`config.mk`:
```
export PLATFORM = sky130hd
export DESIGN_NAME = v11_pulse_synth
export DESIGN_NICKNAME = d
export VERILOG_FILES = /design/src/rtl/v11_pulse_synth.sv
export SDC_FILE = /design/constraint.sdc
export NUM_CORES = 1
export LEC_CHECK = 0
export CORE_MARGIN = 4
export CORE_UTILIZATION = 40
export DETAILED_ROUTE_END_ITERATION = 10
export PLACE_DENSITY = 0.69
export SLEW_MARGIN = 20
export SYNTH_ARGS = -nofsm -noshare
export SYNTH_HDL_FRONTEND = slang
export SYNTH_SLANG_ARGS = --single-unit
```
`constraint.sdc`:
```
create_clock -name clk -period 2.65 [get_ports clk]
set_input_delay 0.6625 -clock clk [delete_from_list [all_inputs] [get_ports clk]]
set_output_delay 0.6625 -clock clk [all_outputs]
set_load 0.05 [all_outputs]
```
`src/rtl/v11_pulse_synth.sv`:
```
// v11_pulse_synth
// Synthetic detector-pulse source that feeds the shaping-filter chain with an
// ADC-like sample stream, one sample per clk. Every accepted trigger adds a
// linear rise of 2^RISE_LOG2 cycles. The rise is followed by an exponential
// decay with a per-cycle factor of (1 - 2^-DECAY_SHIFT). The filter's pole-zero
// factor M = 2^DECAY_SHIFT - 1 therefore cancels the tail exactly. A trigger
// that arrives during the decay stacks on the remaining tail, so pulses pile up.
//
// Ports
//   clk         in   rising-edge clock
//   reset       in   synchronous, active-low reset
//   trig_valid  in   trigger request
//   trig_amp    in   pulse amplitude in ADC counts, sampled on accept
//   trig_ready  out  trigger can be accepted this cycle (IDLE or DECAY)
//   busy        out  a pulse is in progress
//   adc_data    out  BASELINE + integer part of the accumulator, clipped
//   sat         out  adc_data was clipped for this sample
module v11_pulse_synth #(
   parameter int DATA_W      = 12,
   parameter int FRAC        = 8,
   parameter int RISE_LOG2   = 2,
   parameter int DECAY_SHIFT = 4,
   parameter int BASELINE    = 100
) (
   input  logic              clk,
   input  logic              reset,
   input  logic              trig_valid,
   input  logic [DATA_W-1:0] trig_amp,
   output logic              trig_ready,
   output logic              busy,
   output logic [DATA_W-1:0] adc_data,
   output logic              sat
);

   localparam int ACC_W     = DATA_W + FRAC + 1;
   localparam int STEP_W    = DATA_W + FRAC;
   localparam int INT_W     = ACC_W - FRAC;
   localparam int SUM_W     = INT_W + 1;
   localparam int CNT_W     = (RISE_LOG2 > 0) ? RISE_LOG2 : 1;
   localparam int BASE_CLIP = (BASELINE > (2**DATA_W) - 1) ? (2**DATA_W) - 1 : BASELINE;

   localparam logic [ACC_W-1:0]  ACC_MAX   = '1;
   localparam logic [SUM_W-1:0]  OUT_MAX   = SUM_W'((2**DATA_W) - 1);
   localparam logic [SUM_W-1:0]  BASE_EXT  = SUM_W'(BASELINE);
   localparam logic [DATA_W-1:0] RESET_OUT = DATA_W'(BASE_CLIP);
   localparam logic [CNT_W-1:0]  CNT_MAX   = CNT_W'((2**RISE_LOG2) - 1);

   typedef enum logic [1:0] {
      IDLE  = 2'd0,
      RISE  = 2'd1,
      DECAY = 2'd2
   } state_t;

   state_t             state_q, state_d;
   logic [ACC_W-1:0]   acc_q, acc_d;
   logic [STEP_W-1:0]  step_q, step_d;
   logic [CNT_W-1:0]   cnt_q, cnt_d;
   logic [DATA_W-1:0]  adc_data_q, adc_data_d;
   logic               sat_q, sat_d;

   logic               accept;
   logic [STEP_W-1:0]  stepLoad;
   logic [ACC_W:0]     riseSum;
   logic [ACC_W-1:0]   riseAcc;
   logic [ACC_W-1:0]   decayAcc;
   logic [INT_W-1:0]   accInt;
   logic [SUM_W-1:0]   outSum;
   logic               clip;

   // Handshake and status come straight from the registered state. The
   // trigger is also held off while reset is asserted.
   assign trig_ready = reset && (state_q != RISE);
   assign accept     = trig_valid && trig_ready;
   assign busy       = (state_q != IDLE);
   assign adc_data   = adc_data_q;
   assign sat        = sat_q;

   // Arithmetic used by the FSM. The rise add has one spare bit so that
   // overflow can be detected and clamped instead of wrapping. The decay step
   // cannot underflow because it never subtracts more than acc itself.
   always_comb begin
      stepLoad = {trig_amp, {FRAC{1'b0}}} >> RISE_LOG2;
      riseSum  = {1'b0, acc_q} + {{(ACC_W + 1 - STEP_W){1'b0}}, step_q};
      riseAcc  = riseSum[ACC_W] ? ACC_MAX : riseSum[ACC_W-1:0];
      decayAcc = acc_q - (acc_q >> DECAY_SHIFT);
      accInt   = acc_q[ACC_W-1:FRAC];
   end

   // The output sample is built from the accumulator value before this
   // edge's update, which gives exactly one cycle of latency. The integer
   // part can exceed the ADC range when pulses pile up, so the sum is clipped
   // to full scale and the clip is flagged.
   always_comb begin
      outSum     = BASE_EXT + {1'b0, accInt};
      clip       = (outSum > OUT_MAX);
      adc_data_d = clip ? OUT_MAX[DATA_W-1:0] : outSum[DATA_W-1:0];
      sat_d      = clip;
   end

   // Next-state logic. Accepting a trigger loads a new step and rise count
   // but keeps acc, so a trigger during DECAY rides on the existing tail.
   // That accepting edge still applies its normal decay step. When the
   // integer part has reached zero, the tail is finished and acc is cleared.
   // A trigger on that same edge takes priority, so the residual fraction is
   // kept.
   always_comb begin
      state_d = state_q;
      acc_d   = acc_q;
      step_d  = step_q;
      cnt_d   = cnt_q;
      case (state_q)
         IDLE: begin
            acc_d = '0;
            if (accept) begin
               step_d  = stepLoad;
               cnt_d   = CNT_MAX;
               state_d = RISE;
            end
         end
         RISE: begin
            acc_d = riseAcc;
            if (cnt_q == '0) begin
               state_d = DECAY;
            end else begin
               cnt_d = cnt_q - 1'b1;
            end
         end
         DECAY: begin
            if (accept) begin
               acc_d   = decayAcc;
               step_d  = stepLoad;
               cnt_d   = CNT_MAX;
               state_d = RISE;
            end else if (accInt == '0) begin
               acc_d   = '0;
               state_d = IDLE;
            end else begin
               acc_d = decayAcc;
            end
         end
         default: begin
            acc_d   = '0;
            state_d = IDLE;
         end
      endcase
   end

   // State and output registers. Reset is synchronous and overrides
   // everything, including a pulse in flight.
   always_ff @(posedge clk) begin
      if (!reset) begin
         state_q    <= IDLE;
         acc_q      <= '0;
         step_q     <= '0;
         cnt_q      <= '0;
         adc_data_q <= RESET_OUT;
         sat_q      <= 1'b0;
      end else begin
         state_q    <= state_d;
         acc_q      <= acc_d;
         step_q     <= step_d;
         cnt_q      <= cnt_d;
         adc_data_q <= adc_data_d;
         sat_q      <= sat_d;
      end
   end

endmodule
```
After elaboration in Yosys (flattened, before gate mapping)
Index checks and enable logic that the tools add are counted.
{"block": "classes", "n_eq_ne": 8, "n_lt_le_gt_ge": 1, "add_sub_neg": 4, "muxes": 13, "bitwise": 1, "reduce_logical": 12}
{"operator": "21-bit 2-to-1 mux", "count": 3}
{"operator": "21-bit case mux with 2 select lines", "count": 1}
{"operator": "21-bit by 18-bit adder with 22-bit output", "count": 1}
{"operator": "21-bit by 17-bit subtractor with 21-bit output", "count": 1}
{"operator": "7-bit by 13-bit adder with 14-bit output, first input constant", "count": 1}
{"operator": "14-bit by 12-bit > comparator with 1-bit output, second input constant", "count": 1}
{"operator": "13-bit logical NOT", "count": 1}
{"operator": "12-bit 2-to-1 mux", "count": 1}
{"operator": "2-bit 2-to-1 mux", "count": 6}
{"operator": "2-bit inequality test, second input constant", "count": 3}
{"operator": "2-bit case mux with 3 select lines", "count": 1}
{"operator": "3-bit AND reduction", "count": 2}
{"operator": "2-bit logical NOT", "count": 2}
{"operator": "2-bit by 1-bit inequality test with 1-bit output, second input constant", "count": 2}
{"operator": "2-bit case mux with 2 select lines", "count": 1}
{"operator": "2-bit nonzero test", "count": 2}
{"operator": "2-bit OR reduction", "count": 2}
{"operator": "3-bit inequality test, second input constant", "count": 1}
{"operator": "2-bit by 1-bit equality test with 1-bit output, second input constant", "count": 1}
{"operator": "2-bit equality test, second input constant", "count": 1}
{"operator": "1-bit logical AND", "count": 2}
{"operator": "2-bit AND reduction", "count": 1}
{"operator": "2-bit by 1-bit subtractor with 2-bit output, second input constant", "count": 1}
{"operator": "1-bit NOT", "count": 1}
{"block": "totals", "out_inout_bits": 15, "regBits": 50, "input_bits": 15}

Logic depth before layout (Yosys ltp)
Gate-level depths: netlist of the first run.
{"block": "logic_depth", "ltp_word": 5, "mapped_depth": 11, "mapped_depth_nobuf": 10}

Least setup slack after synthesis of the first run
OpenSTA, ideal clock, no wires.
{"block": "synth_path", "path_kind": "input port to flip-flop", "startpoint": "in reset", "endpoint": "reg acc_q[3]", "setup_time_ns": 0.074, "path_slack_ns": 0.039, "arrival_time_ns": 2.537, "cell_stages": 8, "path_buffers": 1, "path_cell_list": "nor2b_1 -> and2_0 -> clkbuf_1 -> o21a_1 -> nand2_1 -> a211oi_1 -> o21ai_0 -> a31oi_1"}
{"block": "synth_between", "elab_chain_len": 4}
{"element": "start: declaration", "line_no": "26", "text": "input logic reset,"}
{"element": "1-bit logical AND", "line_no": "72", "text": "assign trig_ready = reset && (state_q != RISE);"}
{"element": "1-bit logical AND", "line_no": "73", "text": "assign accept = trig_valid && trig_ready;"}
{"element": "21-bit 2-to-1 mux", "line_no": "129", "text": "if (accept) begin"}
{"element": "21-bit case mux with 2 select lines", "line_no": "111", "text": "case (state_q)"}
{"element": "end signal: assignment", "line_no": "153", "text": "acc_q <= '0;"}
{"element": "end signal: assignment", "line_no": "160", "text": "acc_q <= acc_d;"}
{"element": "end: declaration", "line_no": "55", "text": "logic [ACC_W-1:0] acc_q, acc_d;"}
Parallel ways exist; a longest one is shown, timed or not.
A chain may end at the register's enable or synchronous reset.

Worst setup path after layout of the first run
{"block": "layout_path", "startpoint": "reg acc_q[6]", "endpoint": "reg acc_q[18]"}
{"block": "layout_between", "elab_chain_len": 4, "elab_cells_between_ends": 6, "classes_between": "add/sub: 2; mux: 4"}
{"element": "21-bit by 17-bit subtractor with 21-bit output", "line_no": "85", "text": "decayAcc = acc_q - (acc_q >> DECAY_SHIFT);"}
{"element": "21-bit 2-to-1 mux", "line_no": "134", "text": "end else if (accInt == '0) begin"}
{"element": "21-bit 2-to-1 mux", "line_no": "129"}
{"element": "21-bit case mux with 2 select lines (*)", "line_no": "111"}
Mark *: on every way between the ends. The rest lies on a longest branch, timed or not.

==> flow_summary.yaml, run 1 <==
outcome:
  outcome: "complete, no violations"
logic_synthesis:
  ys_types: 54
  synth_top_area_share_pct: 28.06
  async_reset_ff_share_pct: 0
  synth_warnings: 0
  synth_ff_type: "dfxtp_1"
  synth_compound_area_share_pct: 28.45
  synthAdderAreaFrac_pct: 13.75
  ys_seq_elements: 50
  synth_top_family_by_area: "compound AO/OA/AOI/OAI gates"
  synth_area_leaders: "dfxtp_1 (28%), ha_1 (13%), a21oi_1 (6.7%)"
  syn-cell-area_mm2: 0.003567
  synth-simple-area-share_pct: 18.20
  ys_seq_area_share_pct: 28.06
  syn_area_per_cell_um2: 7.704
  syn_nets: 516
  synth-edff-count: 0
  syn_inst: 463
  yosysTopAreaCell: "dfxtp_1"
  yosys-mux-area-fraction_pct: 0.5612
  synth_xor_area_share_pct: 5.893
grt:
  antenna_found_initial: 0
  grt_max_degree: 26
  grt_pass1_wl_um: 14940
  grt-ovfl-total: 0
  grt_pass1_vias: 3213
  gr-usage-all-layers_pct: 17.76
floorplan:
  start_util_pct: 41.10
  ios: 30
  coreArea_mm2: 0.008678
  die_w_um: 102.4
  rows: 34
  dieArea_mm2: 0.01049
  die_y_um: 102.4
route:
  drc_errors: 0
  num_vias: 3459
  postRouteWirelength_um: 9139
  vias_per_cell: 5.727
  drtPass1Iterations: 5
  drt_iter0_drc: 198
  ant_nets: 0
  avgRoutedWirePerCell_um: 15.13
clock_network:
  cts_resized: 0
  clk_latency_ns: 0.31
  cts_buffer_depth: 2
  cts_setup_buffers: 0
  cts_tree: "yes"
  cts_made_buffers: 5
  path_clk_slew_ns: 0.10
  h-tree-depth: 2
  cts_hold_buf: 0
  numClockSinks: 50
  root_buffer: "clkbuf_8"
layout:
  final.fill_count: 878
  diodes: 0
  syn_to_final_growth_pct: 16.49
  final_util_pct: 47.88
  nets: 548
  layoutNonFillerInstCount: 604
  multiInputGateArea_mm2: 0.002389
  regArea_mm2: 0.001002
  drive_above_1_share_pct: 6.653
placement:
  gp_congestion: 0.9249
  placed_cells: 596
  port_buffers: 29
  hpwlAfterDp_um: 7139
  pre_cts_ws_ns: 0.1650
timing:
  finalMaxSlewViolations: 0
  period_share_pct: 95.18
  worstMarginPinSlew_ns: 0.7824
  setup_ws_ns: 0.1277
  relSlewSlack_pct: 47.78
  hold_violations: 0
  rsz0062_at_grt: "yes"
  period_minus_slack_ns: 2.522
  final.setup_skew_ns: 0.007025
  fmax_ghz: 0.3965
  finalSetupViolations: 0
setup_path:
  worst-setup-path-type: "reg -> reg"
  crit_arrival_ns: 2.78
  reg2reg_from: "acc_q[6]$_SDFF_PN0_"
  crit_fanout: 5
  cp.required_ns: 2.90
  rrSetupSlack_ns: 0.13
  endpoint_kind: "flop"
  critPathLaunchType: "flop"
  startpoint: "acc_q[6]$_SDFF_PN0_"
pwr:
  p_total_mw: 3.325
  vdd_drop_max_mv: 0.2924
  cellPowerDensity_mw_per_mm2: 800.2
  power_leakage_nw: 1.693
job:
  cap_violations: 0
min_path:
  hold_class: "reg -> reg"
  min_from: "step_q[16]$_SDFFE_PN0P_"
-- routing by layer --
layer | track usage, % | up-vias | part of all wire (%)
met2 | 29.05 | 130 | 45
met4 | 5.247 | 0 | 1.6
li1 | - | 1721 | -
met3 | 2.389 | 13 | 6.6
met5 | 0 | - | 0
met1 | 24.35 | 1595 | 47
-- through the flow --
stage / cell area (µm²) / setup TNS (ns) / hold slack, ns
after floorplan: 3567 / 0 / 0.4253
after global placement: 4039 / 0 / 0.4417
final: 4155 / 0 / 0.4686
after detailed placement: 4039 / 0 / 0.4557
after global routing: 4155 / -0.02612 / 0.4961
after CTS: 4148 / 0 / 0.4703
-- kinds of logic (layout without fill, tap and decap cells) --
group / count (synthesis) / after routing
simple gates: 136 / 136
flops: 50 / 50
mux: 2 / 2
xor+xnor: 24 / 24
fa+ha+maj: 38 / 38
compound gates: 165 / 165
buf+inv: 48 / 81
-- worst paths after layout --
check,endpoint,cells after the start
hold / removal,step_q[16]$_SDFFE_PN0P_,2
hold reg to reg,step_q[16]$_SDFFE_PN0P_,2
setup / recovery,acc_q[18]$_SDFF_PN0_,9
setup reg to reg,acc_q[18]$_SDFF_PN0_,9
-- synth_stat cells, drive strengths merged (9+ instances only) --
cell    count
a21oi      48
ha         36
nand2      50
nor2       31
inv        30
clkbuf     16
a31oi      11
o21a        9
dfxtp      50
o21ai      55
nand3       9
xnor2      21
-- cells in the final DEF, fill, tap and decap left out, drive strengths merged, types with 5 or more instances in the layout --
| master | instances |
|---|---|
| o21ai | 55 |
| nand4 | 8 |
| clkbuf | 5 |
| nand3 | 9 |
| a21oi | 48 |
| xnor2 | 21 |
| clkdlybuf4s50 | 27 |
| and3 | 5 |
| o21a | 9 |
| ha | 36 |
| a211oi | 6 |
| nand2 | 50 |
| nor3 | 7 |
| nor2 | 31 |
| buf | 15 |
| nor2b | 8 |
| o31a | 5 |
| a21o | 8 |
| inv | 30 |
| dfxtp | 50 |
| a31oi | 11 |
-- power breakdown --
group	switching (mW)	internal, mW	total [mW]	leakage, nW
Clock	0.266	0.278	0.545	0.0579
Combinational	1.04	0.829	1.87	1.23
Sequential	0.0634	0.844	0.907	0.406
-- worst max-delay path, stage by stage (launching register included) --
cell and delay (ns):
dfxtp_1 0.40, inv_1 0.06, ha_1 0.32, nor2b_4 0.15
o31a_1 0.29, o21ba_1 0.20, a221o_1 0.37, a41o_1 0.28
or3_1 0.31, nand4_1 0.09
-- registers in the layout, indices dropped and copies added, names as in the netlist --
signal	count
step_q	12
adc_data	12
sat	1
state_q	2
acc_q	21
cnt_q	2
-- final cells by class --
type,count,area share (%)
multi-input combinational,365,57.48
inverter,30,2.710
clock inverter,3,0.9636
timing repair buffer,43,9.816
clock buffer,5,1.656
tap,108,3.252
sequential,50,24.12
Note: power is estimated with default switching activity, not from simulation.
==> run 2: changes to the inputs <==
--- a/config.mk
+++ b/config.mk
@@ -8,7 +8,6 @@
 export CORE_MARGIN = 4
 export CORE_UTILIZATION = 40
 export DETAILED_ROUTE_END_ITERATION = 10
-export PLACE_DENSITY = 0.69
 export SLEW_MARGIN = 20
 export SYNTH_ARGS = -nofsm -noshare
 export SYNTH_HDL_FRONTEND = slang
==> run 2 against run 1 <==
  * Clock power increased by 5.5%
  * Non-clock buffer count grew 2
  * Worst setup slack improved by 0.025 ns
  * Flip-flop and latch count is the same
  * Sequential power hardly changed
  * Wire length increased by 1.6%
  * Critical path type unchanged
  * Design area increased by 0.42%
  * Largest power group unchanged
  * Power grew 0.45%
  * Combinational power hardly changed
==> flow_summary.yaml, run 2 (synthesized netlist as in run 1, its figures left out) <==
route:
  num_vias: 3350
  avgRoutedWirePerCell_um: 15.34
  vias_per_cell: 5.537
  drc_errors: 0
  drt-met1-wl_um: 4382
  drtPass1Iterations: 4
  ant_nets: 0
  wl_met2_um: 4245
  drt_iter0_drc: 173
  highest_layer: "met4"
  postRouteWirelength_um: 9281
  wl_met3_um: 444
timing:
  rsz0062_at_grt: "no"
  relSlewSlack_pct: 43.41
  period_minus_slack_ns: 2.498
  hold_violations: 0
  finalMaxSlewViolations: 0
  finalSetupViolations: 0
  worstMarginPinSlew_ns: 0.8479
  setup_ws_ns: 0.1522
  final.setup_skew_ns: 0.01536
  fmax_ghz: 0.4004
  tns_ns: 0
  period_share_pct: 94.26
grt:
  antenna_found_initial: 0
  grt_pass1_vias: 3279
  grt_pass1_wl_um: 15790
  gr-usage-all-layers_pct: 18.88
  grt-ovfl-total: 0
  grt_max_degree: 26
floorplan:
  coreArea_mm2: 0.008678
  ios: 30
  start_util_pct: 41.10
  die_w_um: 102.4
  die_y_um: 102.4
  rows: 34
  dieArea_mm2: 0.01049
outcome:
  outcome: "complete, no violations"
clock_network:
  clk_latency_ns: 0.31
  cts_tree: "yes"
  cts_made_buffers: 5
  cts_setup_buffers: 0
  root_buffer: "clkbuf_8"
  cts_buffer_depth: 2
  numClockSinks: 50
  h-tree-depth: 2
  path_clk_slew_ns: 0.10
setup_path:
  crit_fanout: 5
  critPathLaunchType: "flop"
  crit_chain: "ha_1 -> fa_2 -> nor2b_4 -> o31a_1 -> o21ba_1 -> a221o_1 -> a41o_1 -> or3_1 -> nand4_1"
  worst-setup-path-type: "reg -> reg"
  critPathMaxStageDelay_ns: 0.38
  endpoint_kind: "flop"
  crit_arrival_ns: 2.74
  cp.required_ns: 2.90
  cp_slowest_cell: "dfxtp_1"
layout:
  multiInputGateArea_mm2: 0.002387
  nets: 550
  final.fill_count: 919
  largest_register_ffs: 21
  final_common_cell: "nand2_1"
  drive_above_1_share_pct: 6.841
  regArea_mm2: 0.001002
  final_cell_area_mm2: 0.004173
  top_register: "acc_q"
  syn_to_final_growth_pct: 16.98
  layout_common_cells: "nand2_1 (50), dfxtp_1 (49), a21oi_1 (48)"
  diodes: 0
pwr:
  vdd_drop_max_mv: 0.3252
  cellPowerDensity_mw_per_mm2: 800.4
  power_leakage_nw: 1.700
job:
  cap_violations: 0
placement:
  gp_congestion: 0.9110
  placed_area_mm2: 0.004054
  pre_cts_ws_ns: 0.1237
  port_buffers: 29
  hpwlAfterDp_um: 7317
min_path:
  hold_class: "reg -> reg"
## run 2: area by class of cell
type	count	share of cell area, %
flip-flops and latches	50	24.02
repair buffers	45	10.13
multi-input cells	365	57.21
inverters	30	2.699
clock buffers	6	1.979
well taps	108	3.238
clock inverters	1	0.7196
## run 2: timing repair
action                                  4_1_cts  5_1_grt
gates resized for setup                       0        3
hold buffers                                  0        0
endpoints found under the setup margin        0        2
## run 2: stage by stage
stage	utilization (%)	power, mW	hold slack [ns]	cells
4_1_cts	48.01	3.350	0.4689	605
5_1_grt	48.08	3.610	0.4878	605
6_report	48.08	3.340	0.4651	605
3_3_place_gp	46.71	2.745	0.4427	598
3_5_place_dp	46.71	2.763	0.4545	598
2_1_floorplan	-	2.308	0.4253	463
## run 2: path summary, 6_finish.rpt
| path | slack [ns] | endpoint | cells after the start | startpoint |
|---|---|---|---|---|
| setup / recovery | 0.15 | acc_q[18]$_SDFF_PN0_ | 9 | acc_q[4]$_SDFFE_PN0P_ |
| hold / removal | 0.47 | step_q[15]$_SDFFE_PN0P_ | 2 | step_q[15]$_SDFFE_PN0P_ |
| setup reg to reg | 0.15 | acc_q[18]$_SDFF_PN0_ | 9 | acc_q[4]$_SDFFE_PN0P_ |
| hold reg to reg | 0.47 | step_q[15]$_SDFFE_PN0P_ | 2 | step_q[15]$_SDFFE_PN0P_ |
## run 2: metal layers
| metal | vias to the layer above | GRT usage (%) |
|---|---|---|
| li1 | 1725 | - |
| met1 | 1528 | 24.47 |
| met2 | 81 | 31.48 |
| met3 | 16 | 3.549 |
| met4 | 0 | 6.256 |
| met5 | - | 0 |
## run 2: worst max-delay path: cells and delay by family (launching register included)
kind,cells,cell delay [ns]
AOI/OAI and AO/OA,4,1.16
DFF,1,0.38
and+or+nand+nor,3,0.44
adders and majority gates,2,0.45
## run 2: power by group
group	switching, mW	internal (mW)
clock	0.272	0.303
sequential	0.0635	0.843
combinational	1.03	0.825
==> patch 1 (flow settings as in run 2) <==
The 3 states of `state_t` get a one-hot encoding in 3 bits.
--- a/src/rtl/v11_pulse_synth.sv
+++ b/src/rtl/v11_pulse_synth.sv
@@ -47,6 +47,6 @@
 
-   typedef enum logic [1:0] {
-      IDLE  = 2'd0,
-      RISE  = 2'd1,
-      DECAY = 2'd2
+   typedef enum logic [2:0] {
+      IDLE  = 3'b001,
+      RISE  = 3'b010,
+      DECAY = 3'b100
    } state_t;
Behaviour: same outputs for any inputs over 4 cycles, from zero or initial values and one cycle with reset low; so few cycles prove little.
==> patch 1 against run 2 <==
Non-clock buffer count is 1 lower. Critical path depth stayed put. Final cell count is 3.5% lower. Area after synthesis is 0.88% lower. Setup slack worse by 31 ps. Sequential cell count is 1 higher. Design area is 0.15% higher. Routed wire length is 7.1% lower.
Power is not compared: it rests on default switching activity, and its combinational part moved more than twofold at a synthesized area within 25%.
==> patch 1: results (changes against run 2) <==
outcome:
  status: "completed"  # unchanged
synthesis:
  synthesis.nets: 490  # was 516
  synth_xor_area_share_pct: 7.68  # was 5.89%
  ys_ff_latch: 51  # was 50
  muxShareOfSynthArea_pct: 4.25  # was 0.561%
  netlist_top_cells_area: "dfxtp_1 29%, ha_1 11%, xnor2_1 6.2%, o21ai_0 6.1%, a21oi_1 5.2%"  # was dfxtp_1 28%, ha_1 13%, a21oi_1 6.7%, o21ai_0 6.3%, nand2_1 5.3%
  synth_compound_area_share_pct: 24.3  # was 28.4%
  yosysSeqAreaShare_pct: 28.9  # was 28.1%
  synth_fa_ha_area_share_pct: 12.5  # was 13.7%
sta:
  holdWs_ps: 503  # was 465 ps
  worst_pin_slew_ps: 550  # was 848 ps
  finClkSkew_ps: 8.64  # was 15.4 ps
  fmax_mhz: 395  # was 400 MHz
worst_hold_path:
  min_to: "cnt_q[1]"  # was step_q[15]
detailed_routing:
  dr.first_iter.drc_count: 203  # was 173
  dr_wl_met3_um: 462  # was 444 um
  wl_met1_mm: 4.19  # was 4.38 mm
  wl_per_cell_um: 14.8  # was 15.3 um
  route.met2.wl_mm: 3.92  # was 4.25 mm
finish:
  drive_gt1_share_pct: 6.93  # was 6.84%
  layout.nets: 524  # was 550
  finalInstanceArea_um2: 4180  # was 4170 um2
  layout.nonclk_buf_share_pct: 10.2  # was 10.1%
  multi_input_cells: 342  # was 365
  regArea_um2: 1020  # was 1000 um2
  clock_buffers: 5  # was 6
  clk_share_pct: 3.26  # was 2.70%
worst_setup_path:
  slowest_stage: "or4_4"  # was dfxtp_1
  path_max_fanout: 4  # was 5
  reg2reg_to: "acc_q[14]"  # was acc_q[18]
  r2r_slack_ps: 120  # was 150 ps
  worstPathArrival_ps: 2720  # was 2740 ps
global_routing:
  grt_start_max_net_pins: 28  # was 26
  grt.total_usage_pct: 17.3  # was 18.9%
  grt_pass1_wl_mm: 14.6  # was 15.8 mm
placement:
  dpl_cell_area_um2: 4030  # was 4050 um2
  gp_congestion: 0.953  # was 0.911
  dp_hpwl_mm: 6.75  # was 7.32 mm
patch 1: cell count changes after synthesis, moves of 4 or more:
cell	run 2	this run
nand2_1	50	18
mux2i_1	2	15
nand4_1	8	4
xnor2_1	21	25
a211oi_1	6	2
ha_1	36	32
o21ai_1	10	4
o311a_1	0	4
nor2_1	31	42
nand2b_1	2	10
a21oi_1	48	37
nor4_1	1	5
patch 1: how the worst max path moves through the flow:
| stage | startpoint | to | cells past startpoint |
|---|---|---|---|
| 2_1_floorplan | reset | trig_ready | 4 |
| 3_3_place_gp | acc_q[6] | acc_q[18] | 9 |
| 3_5_place_dp | acc_q[6] | acc_q[14] | 9 |
| 4_1_cts | state_q[0] | busy | 3 |
| 5_1_grt | acc_q[4] | acc_q[20] | 9 |
| 6_report | acc_q[4] | acc_q[14] | 9 |
patch 1: routing by layer:
metal  vias up  GRT usage, %
li1       1659             -
met1      1475          23.5
met2        73          29.8
met3         6          2.39
met4         0          3.03
met5         -             0
==> patch 2 (config.mk and constraints of run 2) <==
Without the edit above. `FRAC`: 8 -> 10.
--- a/src/rtl/v11_pulse_synth.sv
+++ b/src/rtl/v11_pulse_synth.sv
@@ -19,3 +19,3 @@
    parameter int DATA_W      = 12,
-   parameter int FRAC        = 8,
+   parameter int FRAC        = 10,
    parameter int RISE_LOG2   = 2,
Function: no difference found for any inputs over 4 cycles, from zero or initial values and one cycle with reset low; that may be too few to reach the edited logic, so the function may still have changed.
==> patch 2 against run 2 <==
Non-clock buffer count increased by 33. Routed wire length increased by 0.53%. Total power is 20% higher. Design area grew 11%. Area after synthesis is 4.1% higher. Setup slack got worse by 150 ps. Sequential cell count rose by 2. Via count increased by 6.4%. Critical path type unchanged. Largest power group unchanged. Highest routed layer unchanged.
==> patch 2: results (changes against run 2) <==
floorplanning:
  rows: 34  # unchanged
sta:
  worst_pin_slew_ps: 646  # was 848 ps
  finClkSkew_ps: 7.42  # was 15.4 ps
  holdWs_ps: 467  # was 465 ps
worst_setup_path:
  cpPeakStageDelay_ps: 360  # was 380 ps
  r2r_slack_ps: 6  # was 150 ps
  worstPathArrival_ps: 2840  # was 2740 ps
  reg2reg_to: "acc_q[20]"  # was acc_q[18]
  critical_path_class: "flop to flop"  # unchanged
  rr_worst_depth: 12  # was 9
  slowest_stage: "fa_2"  # was dfxtp_1
  cp-startpoint: "acc_q[0]"  # was acc_q[4]
  path_max_fanout: 2  # was 5
global_routing:
  grt.total_usage_pct: 17.3  # was 18.9%
  grt_start_max_net_pins: 28  # was 26
  grt_pass1_wl_mm: 15.8  # about the same
  grt_pass1_vias: 3426  # was 3279
clock_tree:
  insertion_delay_ps: 310  # about the same
  ctsLongestPathBuffers: 2  # unchanged
  cts_buffers: 5  # unchanged
placement:
  dpl_cell_area_um2: 4410  # was 4050 um2
  dp_hpwl_mm: 7.27  # was 7.32 mm
  gp_congestion: 0.923  # was 0.911
  dp.cells: 650  # was 598
synthesis:
  synthesis.nets: 542  # was 516
  yosysUniqueCellTypes: 48  # was 54
  netlist_top_cells_area: "dfxtp_1 28%, ha_1 13%, a21oi_1 8.5%, o21ai_0 6.9%, xnor2_1 6.8%"  # was dfxtp_1 28%, ha_1 13%, a21oi_1 6.7%, o21ai_0 6.3%, nand2_1 5.3%
  netlist.area_leader.share_pct: 28.0  # was 28.1%
  yosysSeqAreaShare_pct: 28.0  # was 28.1%
  yosys-top-cells-count: "63 x a21oi_1, 52 x dfxtp_1, 51 x nand2_1, 51 x o21ai_0, 39 x inv_1"  # was 50 x dfxtp_1, 50 x nand2_1, 48 x a21oi_1
  yosysWarnings: 0  # unchanged
  postSynthCellCount: 487  # was 463
detailed_routing:
  drt_first_pass_iters: 4  # unchanged
  dr.first_iter.drc_count: 156  # was 173
  dr_wl_met3_um: 499  # was 444 um
  vias: 3565  # was 3350
  wl_mm: 9.33  # was 9.28 mm
  top_layer: "met4"  # unchanged
  route.met2.wl_mm: 4.17  # was 4.25 mm
  wl_met1_mm: 4.59  # was 4.38 mm
  vias_per_cell: 5.36  # was 5.54
power_and_ir_drop:
  p_sw_share_pct: 41.5  # was 41.0%
  leakage_nw: 1.91  # was 1.70 nW
  vdd_drop_max_mv: 0.502  # was 0.325 mV
finish:
  nFillCells: 853  # was 919
  drive_gt1_share_pct: 14.2  # was 6.84%
  layout.nets: 611  # was 550
  largest_reg_flops: 23  # was 21
  n_antenna_cell: 0  # unchanged
  finalInstanceArea_um2: 4620  # was 4170 um2
  top_register: "acc_q"  # unchanged
outcome:
  status: "completed"  # unchanged
[patch 2: power groups by stage]
| stage | Clock, mW | Combinational [mW] | Sequential, mW |
|---|---|---|---|
| finish | 0.474 | 2.58 | 0.946 |
| global route | 0.516 | 2.82 | 0.961 |
| CTS | 0.495 | 2.46 | 0.944 |
| detailed placement | 0 | 2.33 | 0.962 |
| global placement | 0 | 2.31 | 0.958 |
| floorplan | 0 | 1.59 | 0.969 |
[patch 2: final cells by class]
type / instances / area share (%)
clock inverters: 3 / 0.487
well taps: 108 / 2.92
inverters: 40 / 3.25
clock buffers: 5 / 1.49
multi-input cells: 379 / 54.8
flip-flops and latches: 52 / 22.6
repair buffers: 78 / 14.5
[patch 2: metal layers]
metal	track usage, %	vias up
met5	0	-
met4	4.84	0
met3	2.55	6
met2	28.3	91
met1	23.7	1597
li1	-	1871
[patch 2: logic make-up after synthesis]
kind of cell | synth area share (%)
and+or+nand+nor | 16.6
DFF | 28.0
adders and majority gates | 13.9
xor gates and xnor gates | 7.31
muxes | 0.573
AOI/OAI and AO/OA | 27.9
buffers and inverters | 5.69
[patch 2: worst min path at each step]
stage | cells after the start | to | from
2_1_floorplan | 1 | adc_data[2] | acc_q[12]
4_1_cts | 2 | step_q[14] | step_q[14]
6_report | 2 | step_q[14] | step_q[14]
5_1_grt | 2 | step_q[13] | step_q[13]
3_5_place_dp | 2 | step_q[14] | step_q[14]
3_3_place_gp | 2 | step_q[10] | step_q[10]
[patch 2: tightest hold or removal path: stages, from the launching register on]
cell and delay, ps:
dfxtp_1 330, nand2_1 50, a21oi_1 50
[patch 2: per-stage QoR]
| step | worst slack, ps | power [mW] |
|---|---|---|
| 2_1_floorplan | 13.5 | 2.56 |
| 3_3_place_gp | -58.1 | 3.27 |
| 3_5_place_dp | -118 | 3.29 |
| 4_1_cts | -42.4 | 3.90 |
| 5_1_grt | -142 | 4.30 |
| 6_report | 5.90 | 4.00 |
[patch 2: repair_timing]
action                                  CTS  global route
endpoints found under the hold margin     0             0
resized for setup                         8            18
buffers inserted                          2             6
hold buffers                              0             0
pin swaps                                 7            16
endpoints found under the setup margin    3            18
